**src/rtl/stopwatch_lap_core_pkg.sv**
```systemverilog
// Shared definitions for the stopwatch/lap core.
// Defines the packed 24-bit time word {hour, min, sec, msec}, its field
// maxima, the run state encoding, and the preset saturation helper.
package stopwatch_lap_core_pkg;

    localparam int TIME_W = 24;
    localparam int HOUR_W = 5;
    localparam int MIN_W  = 6;
    localparam int SEC_W  = 6;
    localparam int MSEC_W = 7;

    localparam logic [MSEC_W-1:0] MSEC_MAX = 7'd99;
    localparam logic [SEC_W-1:0]  SEC_MAX  = 6'd59;
    localparam logic [MIN_W-1:0]  MIN_MAX  = 6'd59;
    localparam logic [HOUR_W-1:0] HOUR_MAX = 5'd23;

    // Field order fixes the bit positions: hour[23:19], min[18:13],
    // sec[12:7], msec[6:0].
    typedef struct packed {
        logic [HOUR_W-1:0] hour;
        logic [MIN_W-1:0]  min;
        logic [SEC_W-1:0]  sec;
        logic [MSEC_W-1:0] msec;
    } time_t;

    typedef enum logic [1:0] {
        ST_IDLE    = 2'd0,
        ST_RUN     = 2'd1,
        ST_PAUSE   = 2'd2,
        ST_EXPIRED = 2'd3
    } sw_state_t;

    // Clamp each field of a preset to its legal maximum.
    function automatic time_t sat_time(input time_t t);
        time_t r;
        r = t;
        if (t.msec > MSEC_MAX) r.msec = MSEC_MAX;
        if (t.sec  > SEC_MAX)  r.sec  = SEC_MAX;
        if (t.min  > MIN_MAX)  r.min  = MIN_MAX;
        if (t.hour > HOUR_MAX) r.hour = HOUR_MAX;
        return r;
    endfunction

endpackage

```
**src/rtl/stopwatch_lap_core_lap_fifo.sv**
```systemverilog
// Lap capture FIFO: show-ahead read, overwrite-oldest when full.
// Ports: clk/reset (sync, active-high), i_flush empties the FIFO,
// i_push/i_data write an entry, i_pop removes the head (ignored when empty),
// o_head is the head entry (0 when empty), o_valid/o_full/o_count give
// occupancy decoded from the registered pointers and count.
module stopwatch_lap_core_lap_fifo #(
    parameter  int DEPTH = 4,
    parameter  int WIDTH = 24,
    localparam int AW    = $clog2(DEPTH),
    localparam int CW    = AW + 1
) (
    input  logic             clk,
    input  logic             reset,
    input  logic             i_flush,
    input  logic             i_push,
    input  logic             i_pop,
    input  logic [WIDTH-1:0] i_data,
    output logic [WIDTH-1:0] o_head,
    output logic             o_valid,
    output logic             o_full,
    output logic [CW-1:0]    o_count
);

    logic [WIDTH-1:0] mem_q [DEPTH];
    logic [WIDTH-1:0] mem_d [DEPTH];
    logic [AW-1:0]    wr_q, wr_d;
    logic [AW-1:0]    rd_q, rd_d;
    logic [CW-1:0]    cnt_q, cnt_d;
    logic             empty, full, do_pop;

    assign empty  = (cnt_q == '0);
    assign full   = (cnt_q == CW'(DEPTH));
    assign do_pop = i_pop && !empty;

    always_comb begin
        mem_d = mem_q;
        wr_d  = wr_q;
        rd_d  = rd_q;
        cnt_d = cnt_q;
        if (i_flush) begin
            wr_d  = '0;
            rd_d  = '0;
            cnt_d = '0;
        end else begin
            if (i_push) begin
                mem_d[wr_q] = i_data;
                wr_d        = wr_q + 1'b1;
            end
            // A push into a full FIFO retires the oldest entry, so the read
            // pointer advances exactly as if it had been popped.
            if (do_pop || (i_push && full)) rd_d = rd_q + 1'b1;
            if (i_push && !do_pop && !full) cnt_d = cnt_q + 1'b1;
            else if (do_pop && !i_push)     cnt_d = cnt_q - 1'b1;
        end
    end

    always_ff @(posedge clk) begin
        if (reset) begin
            wr_q  <= '0;
            rd_q  <= '0;
            cnt_q <= '0;
        end else begin
            wr_q  <= wr_d;
            rd_q  <= rd_d;
            cnt_q <= cnt_d;
        end
    end

    // Storage needs no reset: the head output is masked while empty.
    always_ff @(posedge clk) begin
        mem_q <= mem_d;
    end

    assign o_head  = empty ? '0 : mem_q[rd_q];
    assign o_valid = !empty;
    assign o_full  = full;
    assign o_count = cnt_q;

endmodule

```
**src/rtl/stopwatch_lap_core.sv**
```systemverilog
// Stopwatch/timer core: up/down centisecond counter with run state machine,
// countdown expiry, saturated preset load and a lap-capture FIFO.
// Ports: clk/reset (sync, active-high); one-cycle button pulses i_run_stop,
// i_clear, i_load, i_lap; i_lap_rd pops the lap head; i_mode selects
// count direction (1 = down); i_load_time is the preset word.
// Outputs: o_time (packed time), o_running, o_expired/o_wrap pulses, and the
// lap FIFO head/valid/full/count.
module stopwatch_lap_core
    import stopwatch_lap_core_pkg::*;
#(
    parameter int CLK_FREQ  = 100_000_000,
    parameter int LAP_DEPTH = 4
) (
    input  logic                         clk,
    input  logic                         reset,
    input  logic                         i_run_stop,
    input  logic                         i_clear,
    input  logic                         i_mode,
    input  logic                         i_load,
    input  logic [TIME_W-1:0]            i_load_time,
    input  logic                         i_lap,
    input  logic                         i_lap_rd,
    output logic [TIME_W-1:0]            o_time,
    output logic                         o_running,
    output logic                         o_expired,
    output logic                         o_wrap,
    output logic [TIME_W-1:0]            o_lap_time,
    output logic                         o_lap_valid,
    output logic                         o_lap_full,
    output logic [$clog2(LAP_DEPTH):0]   o_lap_count
);

    localparam int TICK_DIV = CLK_FREQ / 100;
    localparam int DIV_W    = (TICK_DIV > 1) ? $clog2(TICK_DIV) : 1;
    localparam logic [DIV_W-1:0] DIV_LAST = DIV_W'(TICK_DIV - 1);

    sw_state_t        state_q, state_d;
    time_t            time_q, time_d;
    logic [DIV_W-1:0] div_q, div_d;
    logic             running_q, running_d;
    logic             expired_q, expired_d;
    logic             wrap_q, wrap_d;
    logic             tick, lap_push, lap_pop;

    assign tick = (state_q == ST_RUN) && (div_q == DIV_LAST);

    always_comb begin
        state_d   = state_q;
        time_d    = time_q;
        div_d     = div_q;
        expired_d = 1'b0;
        wrap_d    = 1'b0;
        if (i_clear) begin
            state_d = ST_IDLE;
            time_d  = '0;
            div_d   = '0;
        end else if (i_load && (state_q != ST_RUN)) begin
            time_d  = sat_time(i_load_time);
            state_d = ST_PAUSE;
            div_d   = '0;
        end else if (i_run_stop) begin
            unique case (state_q)
                // IDLE always holds zero, so starting a countdown from it
                // expires straight away.
                ST_IDLE: begin
                    if (i_mode) begin
                        state_d   = ST_EXPIRED;
                        expired_d = 1'b1;
                    end else begin
                        state_d = ST_RUN;
                    end
                end
                ST_RUN:     state_d = ST_PAUSE;
                ST_PAUSE:   state_d = ST_RUN;
                ST_EXPIRED: state_d = ST_IDLE;
                default:    state_d = ST_IDLE;
            endcase
        end else if (tick) begin
            div_d = '0;
            if (!i_mode) begin
                if (time_q.msec != MSEC_MAX) begin
                    time_d.msec = time_q.msec + 1'b1;
                end else begin
                    time_d.msec = '0;
                    if (time_q.sec != SEC_MAX) begin
                        time_d.sec = time_q.sec + 1'b1;
                    end else begin
                        time_d.sec = '0;
                        if (time_q.min != MIN_MAX) begin
                            time_d.min = time_q.min + 1'b1;
                        end else begin
                            time_d.min = '0;
                            if (time_q.hour != HOUR_MAX) begin
                                time_d.hour = time_q.hour + 1'b1;
                            end else begin
                                time_d.hour = '0;
                                wrap_d      = 1'b1;
                            end
                        end
                    end
                end
            end else begin
                if (time_q.msec != '0) begin
                    time_d.msec = time_q.msec - 1'b1;
                end else if (time_q != '0) begin
                    time_d.msec = MSEC_MAX;
                    if (time_q.sec != '0) begin
                        time_d.sec = time_q.sec - 1'b1;
                    end else begin
                        time_d.sec = SEC_MAX;
                        if (time_q.min != '0) begin
                            time_d.min = time_q.min - 1'b1;
                        end else begin
                            time_d.min  = MIN_MAX;
                            time_d.hour = time_q.hour - 1'b1;
                        end
                    end
                end
                // Reaching zero (or a countdown resumed at zero) stops
                // the timer instead of borrowing below zero.
                if (time_d == '0) begin
                    state_d   = ST_EXPIRED;
                    expired_d = 1'b1;
                end
            end
        end else if (state_q == ST_RUN) begin
            div_d = div_q + 1'b1;
        end
        running_d = (state_d == ST_RUN);
    end

    always_ff @(posedge clk) begin
        if (reset) begin
            state_q   <= ST_IDLE;
            time_q    <= '0;
            div_q     <= '0;
            running_q <= 1'b0;
            expired_q <= 1'b0;
            wrap_q    <= 1'b0;
        end else begin
            state_q   <= state_d;
            time_q    <= time_d;
            div_q     <= div_d;
            running_q <= running_d;
            expired_q <= expired_d;
            wrap_q    <= wrap_d;
        end
    end

    // Clear empties the FIFO, overriding any same-cycle lap or read.
    assign lap_push = i_lap && (state_q == ST_RUN) && !i_clear;
    assign lap_pop  = i_lap_rd && !i_clear;

    stopwatch_lap_core_lap_fifo #(
        .DEPTH (LAP_DEPTH),
        .WIDTH (TIME_W)
    ) u_lap_fifo (
        .clk     (clk),
        .reset   (reset),
        .i_flush (i_clear),
        .i_push  (lap_push),
        .i_pop   (lap_pop),
        .i_data  (time_q),
        .o_head  (o_lap_time),
        .o_valid (o_lap_valid),
        .o_full  (o_lap_full),
        .o_count (o_lap_count)
    );

    assign o_time    = time_q;
    assign o_running = running_q;
    assign o_expired = expired_q;
    assign o_wrap    = wrap_q;

endmodule

```
**config.mk**
```make
export PLATFORM = sky130hd
export DESIGN_NAME = stopwatch_lap_core
export DESIGN_NICKNAME = d
export VERILOG_FILES = /design/src/rtl/stopwatch_lap_core_pkg.sv /design/src/rtl/stopwatch_lap_core_lap_fifo.sv /design/src/rtl/stopwatch_lap_core.sv
export SDC_FILE = /design/constraint.sdc
export NUM_CORES = 1
export LEC_CHECK = 0
export ABC_AREA = 1
export CORE_MARGIN = 8
export CORE_UTILIZATION = 55
export CTS_CLUSTER_DIAMETER = 120
export CTS_CLUSTER_SIZE = 8
export DETAILED_ROUTE_END_ITERATION = 8
export HOLD_SLACK_MARGIN = 0.12
export PLACE_DENSITY = 0.78
export SYNTH_ARGS = -nofsm -noshare
export SYNTH_HDL_FRONTEND = slang
export SYNTH_SLANG_ARGS = --single-unit
```
**constraint.sdc**
```tcl
create_clock -name clk -period 7.65 [get_ports clk]
set_clock_uncertainty 0.2 [all_clocks]
set_input_delay 1.1475 -clock clk [delete_from_list [all_inputs] [get_ports clk]]
set_output_delay 1.1475 -clock clk [all_outputs]
set_load 0.02 [all_outputs]
```
==> flow_summary.yaml <==
outcome:
  status: "completed"
final_layout:
  final_cell_count_no_fill: 1247
  total_inserted_antenna_cells: 0
  area.growth.synth_to_final_pct: 19.2
  final_layout_size_suffix_gt1_share_pct: 9.13
  nNetsFinal: 1096
  fillers: 1207
critical_path:
  r2r_path_end: "o_running"
  cpMaxStageDelayCell: "sky130_fd_sc_hd__clkdlybuf4s50_1"
  worst-setup-path-type: "flip-flop to output port"
  cells_along_the_critical_path: "buf_4 -> nor2_1 -> nor2_1 -> o21ai_0 -> a21oi_1 -> clkdlybuf4s50_1"
  critPathMostFrequentCell: "sky130_fd_sc_hd__nor2_1"
  timing.critical_path.from: "u_lap_fifo.rd_q[0]"
  worstSetupStartpointType: "flip-flop"
  crit_fanout: 48
  r2r_cells: 16
  worst-r2r-setup-slack_ns: 4.43
  worst_ep_arrival_time_ns: 2.49
  critical_path_required_ns: 6.30
  crit_path_capture_type: "output port"
  crit-reg2reg-launch: "o_time[0]"
  worst_setup_path_endpoint: "o_lap_time[9]"
  critical-path-max-stage-delay_ns: 0.65
global_route:
  grt_pass1_wl_mm: 33.9
  initial_antenna_violation_count: 0
  grt_overflow_total: 0
  vias_in_the_first_global_route: 6706
  groute.usage.overall_pct: 22.9
  grt_start_max_net_pins: 49
drt:
  via_per_inst: 5.69
  wl_per_cell_um: 16.9
  routed_wl_mm: 21.1
  1st_pass_router_iterations: 6
  remaining_drc_errors: 0
  dr_total_vias: 7096
  drt_iter0_markers: 726
  ant_nets: 0
placement:
  dp_hpwl_mm: 14.0
  post_placement_cell_count: 1215
  numPortBuffers: 87
  gp_congestion: 0.928
  place_worst_setup_slack_ns: 3.74
synthesis:
  synthDominantAreaCellType: "sky130_fd_sc_hd__edfxtp_1"
  postSynth.asyncResetShare_pct: 0
  synth_enable_flop_cells: 96
  syn_nets: 1020
  yosysTopAreaCellShare_pct: 35.4
  post_synth.cell_area_avg_um2: 8.36
  synth-seq-area-share_pct: 49.2
  synth_seq_cells: 152
  synth_cell_type_count: 54
  post_synth_main_area_contributors: "sky130_fd_sc_hd__edfxtp_1 (35%), sky130_fd_sc_hd__dfxtp_1 (14%), sky130_fd_sc_hd__nor2_1 (8.5%), sky130_fd_sc_hd__nand2_1 (6.5%), sky130_fd_sc_hd__o21ai_0 (5.3%)"
  synth_area_um2: 8140
  synthCells: 974
  ys.warnings.count: 0
  dominantRegCellSynth: "sky130_fd_sc_hd__edfxtp_1"
pwr:
  ir_worst_vdd_v: 0.000173
  p_per_area_nw_per_um2: 209
  report.power.total_w: 0.00203
  leak_nw: 3.68
floorplan:
  dieHeight_um: 138
  die_area_um2: 18900
  boundaryPins: 88
  rows: 44
  floorplan.die.width_um: 138
  starting_utilization_of_the_core_area_pct: 56.2
  core_area_um2: 14500
timing:
  setup_viol_count_final: 0
  timing_max_transition_violations_final: 0
  rsz_0062_raised_after_global_routing: "false"
  tightestPinTransition_ns: 0.888
  slew_headroom_pct: 40.8
  layout_worst_path_cycle_share_pct: 50.2
  fin_worst_hold_slack_ns: 0.290
  hold_violations: 0
  fmax_ghz: 0.261
  final_period_minus_worst_setup_slack_ns: 3.84
  final.setup.worst_slack_ns: 3.81
  fin_setup_tns_ns: 0
clock_network:
  htree_levels: 4
  clk_root_buffer_cell: "sky130_fd_sc_hd__clkbuf_16"
  cts_resized: 0
  cts-root-to-sink-buffers: 2
  post-cts-setup-buffer-count: 0
  clkSlewWorstSetupHoldPaths_ns: 0.06
  insertion_delay_ns: 0.43
  numClockSinks: 152
  cts.hold.buffers_added: 0
  cts_buffers: 17
  tritoncts: "built"
job:
  max-cap-violations: 0
min_path:
  worstHoldPathCells: 2
  worst_hold_path_type: "flip-flop to flip-flop"
## cell usage in the layout (no fill, tap or decap), types with 3 or more instances in the layout
cell type                         synthesis  routed
sky130_fd_sc_hd__o22ai_1                  4       4
sky130_fd_sc_hd__nor3_1                  14      14
sky130_fd_sc_hd__clkdlybuf4s50_1          0      87
sky130_fd_sc_hd__xnor2_1                  4       4
sky130_fd_sc_hd__o211ai_1                 4       4
sky130_fd_sc_hd__inv_6                    0       6
sky130_fd_sc_hd__dfxtp_1                 56      56
sky130_fd_sc_hd__nand2_1                141     141
sky130_fd_sc_hd__o221ai_1                 4       4
sky130_fd_sc_hd__nand4_1                 18      18
sky130_fd_sc_hd__nor2_4                   9       9
sky130_fd_sc_hd__edfxtp_1                96      96
sky130_fd_sc_hd__nand2_2                  6       6
sky130_fd_sc_hd__nor4_2                   3       3
sky130_fd_sc_hd__ha_1                    13      13
sky130_fd_sc_hd__xor2_1                  19      19
sky130_fd_sc_hd__a21oi_2                  3       3
sky130_fd_sc_hd__clkbuf_16                0      17
sky130_fd_sc_hd__buf_4                    2      10
sky130_fd_sc_hd__o21ai_0                 87      87
sky130_fd_sc_hd__a21oi_1                 77      77
sky130_fd_sc_hd__nor2_2                   7      11
sky130_fd_sc_hd__nor2_1                 184     180
sky130_fd_sc_hd__nand3_2                  4       4
sky130_fd_sc_hd__nor3b_1                  3       3
sky130_fd_sc_hd__a211oi_1                 5       5
sky130_fd_sc_hd__inv_2                    8       8
sky130_fd_sc_hd__nor3_2                   5       5
sky130_fd_sc_hd__nand3_1                 45      45
sky130_fd_sc_hd__inv_1                   83      83
sky130_fd_sc_hd__o21ai_1                  4       4
## sequential cells by signal (all words and copies together), names as in the netlist
| signal | flops |
|---|---|
| o_expired | 1 |
| div_q | 20 |
| o_wrap | 1 |
| u_lap_fifo.o_count | 3 |
| u_lap_fifo.rd_q | 2 |
| state_q | 2 |
| o_time | 24 |
| o_running | 1 |
| u_lap_fifo.mem_q | 96 |
| u_lap_fifo.wr_q | 2 |
## cells by family (layout without fill, tap and decap cells)
| logic type | count (synthesis) | count (layout) | share of synthesized area [%] |
|---|---|---|---|
| compound gates | 204 | 204 | 13.8 |
| xor+xnor | 23 | 23 | 2.47 |
| fa+ha+maj | 14 | 14 | 2.24 |
| buf+inv | 132 | 221 | 7.07 |
| flops | 152 | 152 | 49.2 |
| simple gates | 449 | 449 | 25.2 |
## power by group
part	internal [W]	switching, W
Combinational	0.0000949	0.000165
Clock	0.000495	0.000372
Sequential	0.000877	0.0000254
## how the worst min path moves through the flow
stage | from | end | slack (ns)
6_report | div_q[19] | div_q[19] | 0.29
5_1_grt | div_q[19] | div_q[19] | 0.30
4_1_cts | div_q[19] | div_q[19] | 0.29
3_5_place_dp | div_q[19] | div_q[19] | 0.28
3_3_place_gp | div_q[19] | div_q[19] | 0.27
2_1_floorplan | div_q[19] | div_q[19] | 0.25
## cells in the mapped netlist (all sizes together), types with 13 or more instances
cell type  instances
inv               91
nand3             49
nor3              19
o21ai             92
nor2             200
a21oi             80
clkbuf            20
xor2              19
nand4             20
nand2            148
edfxtp            96
buf               20
ha                13
dfxtp             56
## per-stage QoR
stage	cell area (um2)	utilization, %
5_1_grt	9710	67.0
6_report	9710	67.0
2_1_floorplan	8140	-
3_5_place_dp	9100	62.8
4_1_cts	9710	67.0
3_3_place_gp	9100	62.8
## routing by layer
layer | vias to the layer above | GRT usage (%) | wire length, um
li1 | 3463 | - | -
met1 | 3332 | 29.1 | 8820
met2 | 267 | 38.2 | 10400
met3 | 34 | 4.34 | 1500
met4 | 0 | 8.39 | 382
met5 | - | 0 | 0
## worst max-delay path: cells and delay by family, from the launching register on
family | cells | cell delay [ns]
and+or+nand+nor | 2 | 0.20
AOI/OAI and AO/OA | 2 | 0.34
buffers and inverters | 2 | 1.12
DFF | 1 | 0.39
## layout make-up
type                       count  area, um2  area share (%)
clock inverter                15        184            1.90
clock buffer                  17        425            4.38
tap                          184        230            2.37
timing repair buffer          97        946            9.75
inverter                      92        345            3.56
multi-input combinational    690       3570            36.8
sequential                   152       4000            41.3
(Power assumes the default switching activity.)
